`src/rtl/cpu_pkg.sv`:
```
`default_nettype none
// ============================================================================
// Module : cpu_pkg
// Brief  : Shared constants for the CPU front end. The fetch stage and its
//          skid buffer take their parameter defaults from here.
// Rev    : 1.0  initial release
// ============================================================================
package cpu_pkg;

   localparam int          CPU_ADDR_W   = 16;
   localparam int          CPU_INST_W   = 32;
   localparam logic [15:0] CPU_RESET_PC = 16'h0000;

   // Encoding of the "no instruction" value held in the output register.
   localparam logic [31:0] NOP_INST     = 32'h0000_0000;

endpackage : cpu_pkg
`default_nettype wire

```
`src/rtl/fetch_skid_buf.sv`:
```
`default_nettype none
// ============================================================================
// Module : fetch_skid_buf
// Brief  : One-entry {instruction, pc} holding buffer. It catches the ROM
//          response that lands while decode is stalled.
// Ports  : clk, reset       - clock / async active-high reset
//          clear            - discard content (highest priority)
//          load             - capture load_data/load_pc, set full
//          drain            - content consumed, clear full
//          load_data/pc     - entry to capture
//          data/pc/full     - stored entry and occupancy flag
// Rev    : 1.0  initial release
// ============================================================================
module fetch_skid_buf
   import cpu_pkg::*;
#(
   parameter int DATA_W = CPU_INST_W,
   parameter int PC_W   = CPU_ADDR_W
) (
   input  logic              clk,
   input  logic              reset,
   input  logic              clear,
   input  logic              load,
   input  logic              drain,
   input  logic [DATA_W-1:0] load_data,
   input  logic [PC_W-1:0]   load_pc,
   output logic [DATA_W-1:0] data,
   output logic [PC_W-1:0]   pc,
   output logic              full
);

   logic [DATA_W-1:0] data_d, data_q;
   logic [PC_W-1:0]   pc_d,   pc_q;
   logic              full_d, full_q;

   always_comb begin
      data_d = data_q;
      pc_d   = pc_q;
      full_d = full_q;
      if (clear) begin
         full_d = 1'b0;
      end else if (load) begin
         data_d = load_data;
         pc_d   = load_pc;
         full_d = 1'b1;
      end else if (drain) begin
         full_d = 1'b0;
      end
   end

   always_ff @(posedge clk or posedge reset) begin
      if (reset) begin
         data_q <= '0;
         pc_q   <= '0;
         full_q <= 1'b0;
      end else begin
         data_q <= data_d;
         pc_q   <= pc_d;
         full_q <= full_d;
      end
   end

   assign data = data_q;
   assign pc   = pc_q;
   assign full = full_q;

endmodule : fetch_skid_buf
`default_nettype wire

```
`src/rtl/inst_fetch.sv`:
```
`default_nettype none
// ============================================================================
// Module : inst_fetch
// Brief  : Instruction-fetch initiator for a synchronous single-port ROM with
//          one-cycle read latency. Holds the PC, issues reads, registers the
//          returned instruction with its PC. Supports decode stall through a
//          one-entry skid buffer, and redirect with flush of in-flight reads.
// Ports  : clk, reset               - clock / async active-high reset
//          stall                    - decode cannot accept; hold outputs
//          redirect_valid/_pc       - load new PC and flush
//          rom_ena/rom_addr/rom_data- ROM read interface
//          inst_valid/inst/inst_pc  - registered instruction to decode
// Rev    : 1.0  initial release
// ============================================================================
module inst_fetch
   import cpu_pkg::*;
#(
   parameter int                ADDR_W   = CPU_ADDR_W,
   parameter int                INST_W   = CPU_INST_W,
   parameter logic [ADDR_W-1:0] RESET_PC = ADDR_W'(CPU_RESET_PC)
) (
   input  logic              clk,
   input  logic              reset,
   input  logic              stall,
   input  logic              redirect_valid,
   input  logic [ADDR_W-1:0] redirect_pc,
   output logic              rom_ena,
   output logic [ADDR_W-1:0] rom_addr,
   input  logic [INST_W-1:0] rom_data,
   output logic              inst_valid,
   output logic [INST_W-1:0] inst,
   output logic [ADDR_W-1:0] inst_pc
);

   logic [ADDR_W-1:0] pc_d,         pc_q;
   logic              req_valid_d,  req_valid_q;
   logic [ADDR_W-1:0] req_pc_d,     req_pc_q;
   logic              inst_valid_d, inst_valid_q;
   logic [INST_W-1:0] inst_d,       inst_q;
   logic [ADDR_W-1:0] inst_pc_d,    inst_pc_q;

   logic              issue;
   logic              skid_load;
   logic              skid_drain;
   logic              skid_full;
   logic [INST_W-1:0] skid_data;
   logic [ADDR_W-1:0] skid_pc;

   // A read is issued only when decode can take the result and no redirect
   // is discarding the current PC.
   assign issue = !stall && !redirect_valid;

   always_comb begin
      pc_d        = pc_q;
      req_pc_d    = req_pc_q;
      req_valid_d = issue;
      if (redirect_valid) begin
         pc_d = redirect_pc;
      end else if (issue) begin
         pc_d     = pc_q + ADDR_W'(1);
         req_pc_d = pc_q;
      end
   end

   // Output register update. Stall only ever overlaps one in-flight read,
   // and no read is issued while stalled, so the skid and a live ROM
   // response are never both pending when stall is low.
   always_comb begin
      inst_valid_d = inst_valid_q;
      inst_d       = inst_q;
      inst_pc_d    = inst_pc_q;
      skid_load    = 1'b0;
      skid_drain   = 1'b0;
      if (redirect_valid) begin
         inst_valid_d = 1'b0;
      end else if (stall) begin
         skid_load = req_valid_q;
      end else if (skid_full) begin
         inst_valid_d = 1'b1;
         inst_d       = skid_data;
         inst_pc_d    = skid_pc;
         skid_drain   = 1'b1;
      end else if (req_valid_q) begin
         inst_valid_d = 1'b1;
         inst_d       = rom_data;
         inst_pc_d    = req_pc_q;
      end else begin
         inst_valid_d = 1'b0;
      end
   end

   always_ff @(posedge clk or posedge reset) begin
      if (reset) begin
         pc_q         <= RESET_PC;
         req_valid_q  <= 1'b0;
         req_pc_q     <= '0;
         inst_valid_q <= 1'b0;
         inst_q       <= INST_W'(NOP_INST);
         inst_pc_q    <= '0;
      end else begin
         pc_q         <= pc_d;
         req_valid_q  <= req_valid_d;
         req_pc_q     <= req_pc_d;
         inst_valid_q <= inst_valid_d;
         inst_q       <= inst_d;
         inst_pc_q    <= inst_pc_d;
      end
   end

   fetch_skid_buf #(
      .DATA_W (INST_W),
      .PC_W   (ADDR_W)
   ) u_skid (
      .clk       (clk),
      .reset     (reset),
      .clear     (redirect_valid),
      .load      (skid_load),
      .drain     (skid_drain),
      .load_data (rom_data),
      .load_pc   (req_pc_q),
      .data      (skid_data),
      .pc        (skid_pc),
      .full      (skid_full)
   );

   assign rom_ena    = !reset && issue;
   assign rom_addr   = pc_q;
   assign inst_valid = inst_valid_q;
   assign inst       = inst_q;
   assign inst_pc    = inst_pc_q;

endmodule : inst_fetch
`default_nettype wire

```
`config.mk`:
```
export PLATFORM = sky130hd
export DESIGN_NAME = inst_fetch
export DESIGN_NICKNAME = d
export VERILOG_FILES = /design/src/rtl/cpu_pkg.sv /design/src/rtl/fetch_skid_buf.sv /design/src/rtl/inst_fetch.sv
export SDC_FILE = /design/constraint.sdc
export NUM_CORES = 1
export LEC_CHECK = 0
export BUFFER_PORTS_ARGS = -buffer_cell sky130_fd_sc_hd__buf_4
export CAP_MARGIN = 20
export CELL_PAD_IN_SITES_DETAIL_PLACEMENT = 1
export CELL_PAD_IN_SITES_GLOBAL_PLACEMENT = 1
export CORE_MARGIN = 4
export CORE_UTILIZATION = 30
export CTS_CLUSTER_DIAMETER = 50
export CTS_CLUSTER_SIZE = 24
export DETAILED_ROUTE_END_ITERATION = 12
export HOLD_SLACK_MARGIN = 0.06
export MAX_ROUTING_LAYER = met4
export PLACE_DENSITY = 0.7
export SLEW_MARGIN = 0
export SYNTH_ARGS = -nofsm -noshare
export SYNTH_HDL_FRONTEND = slang
export SYNTH_SLANG_ARGS = --single-unit
```
`constraint.sdc`:
```
create_clock -name clk -period 7.4 [get_ports clk]
set_input_delay 1.85 -clock clk [delete_from_list [all_inputs] [get_ports clk]]
set_output_delay 1.85 -clock clk [all_outputs]
set_load 0.02 [all_outputs]
```
==> results.ini, run 1 <==
[timing]
fin_ws_ns = 3.09
setup_viol = 0
fin_crit_ns = 4.31
rsz0062_at_grt = no
finalSetupTns_ns = 0
tightest_slew_ns = 0.996
slew_headroom = 0.336
finClkSkew_ns = 0.00544
slew_viol_final = 0
min_period_over_period = 0.583
fmax_mhz = 232
hold_violations = 0

[drt]
routedWlPerCell_microns = 16.6
drtPass1Iterations = 4
wl_met2_microns = 6580
drtIter0Drc = 147
via_per_inst = 4.73
wl_met3_microns = 642
num_vias = 3810
top_layer_used = met4
drc_errors = 0
met1_length_microns = 6000
ant_nets = 0
drt_wl_total_microns = 13400

[grt]
grt_max_degree = 98
grt_overflow = 0
antenna_found_initial = 0
grt_pass1_vias = 4291
track_usage = 0.136
grt_pass1_wl_microns = 22500

[place]
dp_slack_ns = 3.08
place.gp.congestion = 0.738
dp_cells = 774
hpwlAfterDp_microns = 9070
io_buffers = 117

[yosys]
syn-num-nets = 499
synth_top_area_share = 0.574
ys_dominant_reg_cell = dfrtp_1
syn-instance-count = 446
syn-cell-area_sq_um = 5710
yosys_warnings = 0
ys_types = 34
syn_area_per_cell_sq_um = 12.8
ys_seq_area_frac = 0.574
ys_async_sr_fraction = 1.00
synth_most_common_cell = dfrtp_1
synth_largest_area_cell = dfrtp_1
synth_area_leaders = dfrtp_1 (57%), mux2i_1 (8.6%), mux2_4 (5.3%)
synth_common_cells = dfrtp_1 (131), nor2_1 (50), mux2i_1 (49)
synth_edf_count = 0
ys_ff_latch = 131

[worst_setup_path]
cp-end-kind = primary output
cp_max_fo = 33
max_stage_delay_ns = 0.22
startpoint_type = input port
crit_type = in -> out
worst_path_most_repeated_cell = buf_4
crit_arrival_ns = 2.46
path_cells = buf_4 -> nor3_1 -> buf_4
crit_slowest_cell = buf_4
crit_required_ns = 5.55

[flow_run]
maxCapViolations = 0

[cells_and_area]
utilization = 0.392
nets = 612
area_delta_synth_final_pct = 28.4
final_cells = 806
drive_above_1_share = 0.372
n_fill_cell = 2011
n_antenna_cell = 0

[pwr]
power_frac_clock = 0.346
p_seq_frac = 0.437
swShare = 0.295
p_switching_uw = 665
ir_drop_mv = 0.148
p_int_uw = 1590
leakage_uw = 0.00326
p_per_area_nw_per_um2 = 307
comb_power_share = 0.216

[cts]
cts_buffer_depth = 2
clock_latency_ns = 0.41
cts_buffers = 17
hold_buffers = 0
cts.reportedPaths.clkPinSlew_ns = 0.05
post-cts-setup-buffers = 0
cts.sinks = 131
cts_resized = 0
cts_root_buffer = clkbuf_16
cts_max_level = 4
tritoncts = done

[floorplan]
fp.dieW_microns = 146
ioPinCount = 118
die_h_microns = 146
coreArea_sq_um = 18700
std_cell_rows = 50
start_util = 0.305
dieArea_sq_um = 21300

[min_path]
hold_path_class = reg -> reg

[outcome]
status = finished clean

==> layer usage <==
layer | vias up | track usage
met5 | - | -
met4 | 0 | 0.0437
met3 | 14 | 0.0402
met2 | 95 | 0.218
met1 | 1912 | 0.165
li1 | 1789 | -
==> logic make-up (layout without fill, tap and decap cells) <==
family,count (synthesis),in the layout,share of synthesized area
buffers and inverters,29,155,0.0272
adders and majority gates,1,1,0.00219
xor gates and xnor gates,15,15,0.0230
DFF,131,131,0.574
AOI/OAI and AO/OA,62,62,0.0548
muxes,116,116,0.231
and+or+nand+nor,92,92,0.0880
==> final timing paths <==
kind	cells past startpoint	end	slack, ns	startpoint
max	3	rom_ena	3.09	redirect_valid
min	1	u_skid.data[15]$_DFFE_PP0P_	0.49	u_skid.data[15]$_DFFE_PP0P_
max reg2reg	5	rom_addr[14]$_DFFE_PP0P_	5.58	rom_addr[0]$_DFFE_PP0P_
min reg2reg	1	u_skid.data[15]$_DFFE_PP0P_	0.49	u_skid.data[15]$_DFFE_PP0P_
max in group asynchronous	3	inst[22]$_DFFE_PP0P_	4.55	reset
min in group asynchronous	2	rom_addr[11]$_DFFE_PP0P_	1.49	reset
==> through the flow <==
| step | hold slack [ns] | instance area (sq um) | power (uW) |
|---|---|---|---|
| final | 0.495 | 7340 | 2260 |
| after global routing | 0.518 | 7340 | 2390 |
| after CTS | 0.497 | 7340 | 2300 |
| after detailed placement | 0.484 | 6780 | 1500 |
| after global placement | 0.473 | 6780 | 1470 |
| after floorplan | 0.464 | 5710 | 1270 |
==> sequential cells by signal, summed over array words and instances (netlist names) <==
register	cells
inst_valid	1
inst_pc	16
rom_addr	16
u_skid.pc	16
u_skid.full	1
req_pc_q	16
req_valid_q	1
u_skid.data	32
inst	32
==> worst max-delay path: cells and delay by family <==
kind	cells	cell delay, ns
buffers and inverters	2	0.39
and+or+nand+nor	1	0.22
==> cells in the final DEF, fill, tap and decap left out, drive strengths merged <==
cell      Yosys  layout
and3          1       1
dfrtp       131     131
bufinv        0       1
clkinv        0       7
nor2b         3       3
mux2i        49      49
o21ai        13      13
nand3         5       5
and4b         2       2
buf          23     121
nor4          4       4
a21o          1       1
a21oi        48      48
xor2          7       7
nand4         4       4
inv           2       3
clkinvlp      0       4
and4          1       1
ha            1       1
mux2         67      67
nand4b        2       2
clkbuf        4      19
and2          1       1
xnor2         8       8
nor3          3       3
nand2        15      15
nor2         51      51
==> layout make-up <==
class | instances | area [sq um] | share of cell area
flip-flops and latches | 131 | 3280 | 0.447
multi-input cells | 286 | 2290 | 0.312
repair buffers | 121 | 908 | 0.124
inverters | 2 | 12.5 | 0.00171
clock inverters | 13 | 111 | 0.0152
clock buffers | 19 | 443 | 0.0604
well taps | 234 | 293 | 0.0399
==> power groups by stage <==
stage / clock network [uW] / logic, uW / registers (uW)
2_1_floorplan: 0 / 214 / 1060
3_3_place_gp: 0 / 480 / 988
3_5_place_dp: 0 / 496 / 1000
4_1_cts: 808 / 499 / 988
5_1_grt: 845 / 532 / 1010
6_report: 781 / 487 / 986
(Power assumes the default switching activity.)
==> inputs of run 2 (changes only) <==
PLACE_DENSITY = 0.72   (was 0.7)
clock period = 3.7 ns   (was 7.4 ns; I/O delays follow)
==> results.ini, run 2 (same netlist as run 1, synthesis figures left out) <==
[cells_and_area]
final_cell_mix = dfrtp_1 (130), buf_4 (120), nor2_1 (50)
multiInputGateArea_sq_um = 2290  ; unchanged
n_antenna_cell = 0  ; unchanged
n_fill_cell = 1983  ; -1.4%
final_cells = 805  ; -0.12%
layout_commonest_cell = dfrtp_1
drive_above_1_share = 0.366  ; -0.00635
design_area_sq_um = 7420  ; +1.1%
nets = 613  ; +0.16%
regArea_sq_um = 3280  ; unchanged
area_delta_synth_final_pct = 29.8

[worst_setup_path]
crit_required_ns = 2.77  ; -2.78 ns
startpoint_type = input port
ff2ff_path_depth = 3  ; -2
cp_max_fo = 33  ; unchanged
worstReg2RegEnd = inst[21]$_DFFE_PP0P_
cp-end-kind = primary output
crit_arrival_ns = 1.53  ; -0.93 ns
r2r_slack_ns = 1.83  ; -3.75 ns
endpoint = rom_ena
timing.rr.start = u_skid.full$_DFFE_PP0P_
startpoint = redirect_valid
crit_type = in -> out

[timing]
rsz0062_at_grt = no
hold_violations = 0  ; unchanged
setup_viol = 0  ; unchanged
slew_viol_final = 0  ; unchanged
tightest_slew_ns = 0.707  ; -0.289 ns
finalSetupTns_ns = 0  ; unchanged
slew_headroom = 0.529  ; +0.193
fin_crit_ns = 2.46
finClkSkew_ns = 0.00678  ; +0.00134 ns
fmax_mhz = 407
min_period_over_period = 0.664

[grt]
grt_overflow = 0  ; unchanged
grt_pass1_vias = 4267  ; -0.56%
antenna_found_initial = 0  ; unchanged
grt_max_degree = 132  ; +35%
grt_pass1_wl_microns = 22900  ; +1.6%
busiest_layer = met2
grt_use_met1 = 0.169  ; +0.00393
track_usage = 0.137  ; +0.00135
met3_usage = 0.0424  ; +0.00218
grt_util_met2 = 0.221  ; +0.00349

[drt]
drtPass1Iterations = 4  ; unchanged
num_vias = 3801  ; -0.24%
drt_wl_total_microns = 13500  ; +0.67%
routedWlPerCell_microns = 16.7  ; +0.80%
drtIter0Drc = 88  ; -40%
ant_nets = 0  ; unchanged
drc_errors = 0  ; unchanged
via_per_inst = 4.72  ; -0.11%

[floorplan]
ioPinCount = 118  ; unchanged
die_h_microns = 146  ; unchanged
coreArea_sq_um = 18700  ; unchanged
start_util = 0.305  ; unchanged
std_cell_rows = 50  ; unchanged
dieArea_sq_um = 21300  ; unchanged
fp.dieW_microns = 146  ; unchanged

[place]
dp_cells = 775  ; +0.13%
io_buffers = 117  ; unchanged
hpwlAfterDp_microns = 9260  ; +2.1%
place.gp.congestion = 0.757  ; +2.5%
placed_area_sq_um = 6810  ; +0.46%

[pwr]
swShare = 0.273  ; -0.0218
p_switching_uw = 1270  ; +91%
comb_power_share = 0.208  ; -0.008
ir_drop_mv = 0.308  ; +110%
p_seq_frac = 0.425  ; -0.012
p_int_uw = 3390  ; +110%
p_per_area_nw_per_um2 = 628  ; +100%
leakage_uw = 0.00330  ; +1.2%
power_frac_clock = 0.366  ; +0.020

[outcome]
status = finished clean

[cts]
tritoncts = done
cts_buffers = 17  ; unchanged
cts.reportedPaths.clkPinSlew_ns = 0.05  ; about the same
cts.sinks = 131  ; unchanged
hold_buffers = 0  ; unchanged
cts_max_level = 4  ; unchanged
cts_buffer_depth = 2  ; unchanged
clock_latency_ns = 0.40  ; about the same
cts_root_buffer = clkbuf_16
cts_resized = 0  ; unchanged
post-cts-setup-buffers = 0  ; unchanged

[min_path]
hold_path_class = reg -> reg
hold_depth = 1  ; unchanged

[flow_run]
maxCapViolations = 0  ; unchanged

==> run 2: cell count changes in the layout (fill, tap and decap cells not counted), moves of 2 or more <==
cell	delta
inv_6	-2
clkinv_2	-4
clkbuf_1	+3
clkinv_4	-2
clkinvlp_4	-3
buf_12	+2
clkbuf_8	+4
bufinv_16	+2
==> run 2: metrics by stage <==
step	setup slack [ns]	total power (uW)	utilization	hold WS, ns
final	1.24	4660	0.397	0.487
after global routing	1.19	4930	0.397	0.508
after CTS	1.23	4740	0.397	0.493
after detailed placement	0.957	3000	0.364	0.481
after global placement	1.06	2950	0.364	0.473
after floorplan	0.980	2550	-	0.464
==> run 2: worst min path at each step <==
stage                           startpoint                          end  slack, ns
2_1_floorplan   u_skid.data[0]$_DFFE_PP0P_   u_skid.data[0]$_DFFE_PP0P_       0.46
3_3_place_gp   u_skid.data[14]$_DFFE_PP0P_  u_skid.data[14]$_DFFE_PP0P_       0.47
3_5_place_dp    u_skid.data[6]$_DFFE_PP0P_   u_skid.data[6]$_DFFE_PP0P_       0.48
4_1_cts        u_skid.data[12]$_DFFE_PP0P_  u_skid.data[12]$_DFFE_PP0P_       0.49
5_1_grt        u_skid.data[12]$_DFFE_PP0P_  u_skid.data[12]$_DFFE_PP0P_       0.51
6_report       u_skid.data[12]$_DFFE_PP0P_  u_skid.data[12]$_DFFE_PP0P_       0.49
==> run 2: power groups by stage <==
stage	Combinational [uW]	Clock [uW]	Sequential, uW
2_1_floorplan	428	0	2120
3_3_place_gp	954	0	1990
5_1_grt	1060	1840	2030
3_5_place_dp	989	0	2010
6_report	970	1710	1980
4_1_cts	994	1760	1990
==> run 2: layer usage <==
layer	wire, microns	vias to the layer above
li1	-	1793
met4	126	0
met3	635	11
met2	6650	96
met1	6070	1901
met5	0	-
==> run 2: worst max-delay path: stages <==
cell    delay, ns
buf_4        0.22
nor3_1       0.21
buf_4        0.17
==> run 2: cell type report <==
cell class | count | area share
clock buffer | 26 | 0.0687
clock inverter | 4 | 0.0128
inverter | 2 | 0.00152
multi-input combinational | 286 | 0.309
sequential | 131 | 0.442
tap | 234 | 0.0395
timing repair buffer | 122 | 0.127
==> inputs of run 3 (changes only) <==
PLACE_DENSITY = 0.7   (was 0.72)
clock period = 2.5 ns   (was 3.7 ns; I/O delays follow)
==> results.ini, run 3 (same netlist as run 1, synthesis figures left out) <==
[cts]
cts_max_level = 4  ; unchanged
clock_latency_ns = 0.41  ; about the same
tritoncts = done
cts_buffer_depth = 2  ; unchanged
cts.sinks = 131  ; unchanged
cts_root_buffer = clkbuf_16
hold_buffers = 0  ; unchanged
cts.reportedPaths.clkPinSlew_ns = 0.06  ; about the same
cts_buffers = 17  ; unchanged
cts_resized = 0  ; unchanged
post-cts-setup-buffers = 0  ; unchanged

[floorplan]
dieArea_sq_um = 21300  ; unchanged
fp.dieW_microns = 146  ; unchanged
ioPinCount = 118  ; unchanged
start_util = 0.305  ; unchanged
coreArea_sq_um = 18700  ; unchanged
die_h_microns = 146  ; unchanged
std_cell_rows = 50  ; unchanged

[worst_setup_path]
startpoint_type = input port
crit_required_ns = 1.88  ; -0.89 ns
cp-end-kind = primary output
cp_max_fo = 33  ; unchanged
crit_type = in -> out
crit_arrival_ns = 1.24  ; -0.29 ns

[grt]
antenna_found_initial = 0  ; unchanged
grt_max_degree = 132  ; unchanged
grt_overflow = 0  ; unchanged
grt_pass1_vias = 4263  ; -0.094%
track_usage = 0.138  ; +0.000606
grt_pass1_wl_microns = 23100  ; +0.90%

[cells_and_area]
utilization = 0.399  ; +0.00214
drive_above_1_share = 0.375  ; +0.00854
nets = 614  ; +0.16%
final_cell_mix = dfrtp_1 (130), buf_4 (119), nor2_1 (50)
area_delta_synth_final_pct = 30.5
n_antenna_cell = 0  ; unchanged
layout_commonest_cell = dfrtp_1
design_area_sq_um = 7460  ; +0.54%

[pwr]
swShare = 0.285  ; +0.0118
comb_power_share = 0.209  ; about the same
p_seq_frac = 0.422  ; -0.003
power_frac_clock = 0.369  ; +0.003
p_per_area_nw_per_um2 = 928  ; +48%
p_int_uw = 4950  ; +46%
p_switching_uw = 1970  ; +55%
ir_drop_mv = 0.446  ; +45%
power.total_uw = 6920  ; +48%
leakage_uw = 0.00331  ; +0.44%

[timing]
fmax_mhz = 535
hold_violations = 0  ; unchanged
finClkSkew_ns = 0.00753  ; +0.000748 ns
slew_headroom = 0.520  ; -0.00868
min_period_over_period = 0.748
fin_crit_ns = 1.87
setup_viol = 0  ; unchanged
slew_viol_final = 0  ; unchanged
finalSetupTns_ns = 0  ; unchanged
rsz0062_at_grt = no
whs_ns = 0.403  ; -0.0832 ns
tightest_slew_ns = 0.720  ; +0.0130 ns

[drt]
drtIter0Drc = 128  ; +45%
ant_nets = 0  ; unchanged
via_per_inst = 4.74  ; +0.36%
drtPass1Iterations = 4  ; unchanged
num_vias = 3829  ; +0.74%
routedWlPerCell_microns = 16.9  ; +1.0%
drc_errors = 0  ; unchanged
drt_wl_total_microns = 13700  ; +1.4%

[min_path]
hold_path_class = in -> async

[place]
place.gp.congestion = 0.750  ; -0.90%
io_buffers = 117  ; unchanged
placed_area_sq_um = 6850  ; +0.48%
hpwlAfterDp_microns = 9250  ; about the same

[outcome]
status = finished clean

[flow_run]
maxCapViolations = 0  ; unchanged

-- run 3: changes by cell type in the layout (fill, tap and decap cells not counted), moves of 2 or more --
cell,change
clkinv_4,+3
clkinv_2,+2
buf_12,+2
clkinvlp_4,+2
clkbuf_8,-3
clkbuf_1,-3
-- run 3: power groups by stage --
stage / logic (uW) / registers (uW) / clock network [uW]
2_1_floorplan: 634 / 3140 / 0
3_3_place_gp: 1430 / 2930 / 0
3_5_place_dp: 1480 / 2960 / 0
4_1_cts: 1480 / 2930 / 2630
6_report: 1450 / 2920 / 2550
5_1_grt: 1580 / 2990 / 2730
-- run 3: metal layers --
| layer | vias up | wire length, microns | share of wire | GRT usage |
|---|---|---|---|---|
| met2 | 88 | 6650 | 0.49 | 0.220 |
| met3 | 14 | 646 | 0.047 | 0.0399 |
| li1 | 1794 | - | - | - |
| met1 | 1933 | 6200 | 0.45 | 0.172 |
| met5 | - | 0 | 0 | - |
| met4 | 0 | 172 | 0.013 | 0.0372 |
-- run 3: final cells by class --
type / count / area, sq um
multi-input cells: 286 / 2290
flip-flops and latches: 131 / 3280
well taps: 234 / 293
clock inverters: 12 / 155
fillers: 1979 / 11200
inverters: 2 / 11.3
repair buffers: 123 / 973
clock buffers: 20 / 457
-- run 3: per-stage QoR --
stage,setup slack (ns),std cells
after floorplan,0.252,446
after global placement,0.536,776
after detailed placement,0.490,776
after CTS,0.621,808
after global routing,0.580,808
final,0.631,808
-- run 3: worst max-delay path, cell delays in order --
cell and delay [ns]:
buf_4 0.23, nor3_1 0.22, buf_4 0.17
-- run 3: worst paths after layout --
kind	end	cells past startpoint	from	slack, ns
min reg2reg	u_skid.data[4]$_DFFE_PP0P_	1	u_skid.data[4]$_DFFE_PP0P_	0.49
min	rom_addr[9]$_DFFE_PP0P_	3	reset	0.40
min in group clk	rom_addr[4]$_DFFE_PP0P_	3	redirect_pc[4]	0.43
max in group asynchronous	u_skid.full$_DFFE_PP0P_	3	reset	1.53
max reg2reg	rom_addr[14]$_DFFE_PP0P_	5	rom_addr[0]$_DFFE_PP0P_	0.72
max	rom_ena	3	redirect_valid	0.63
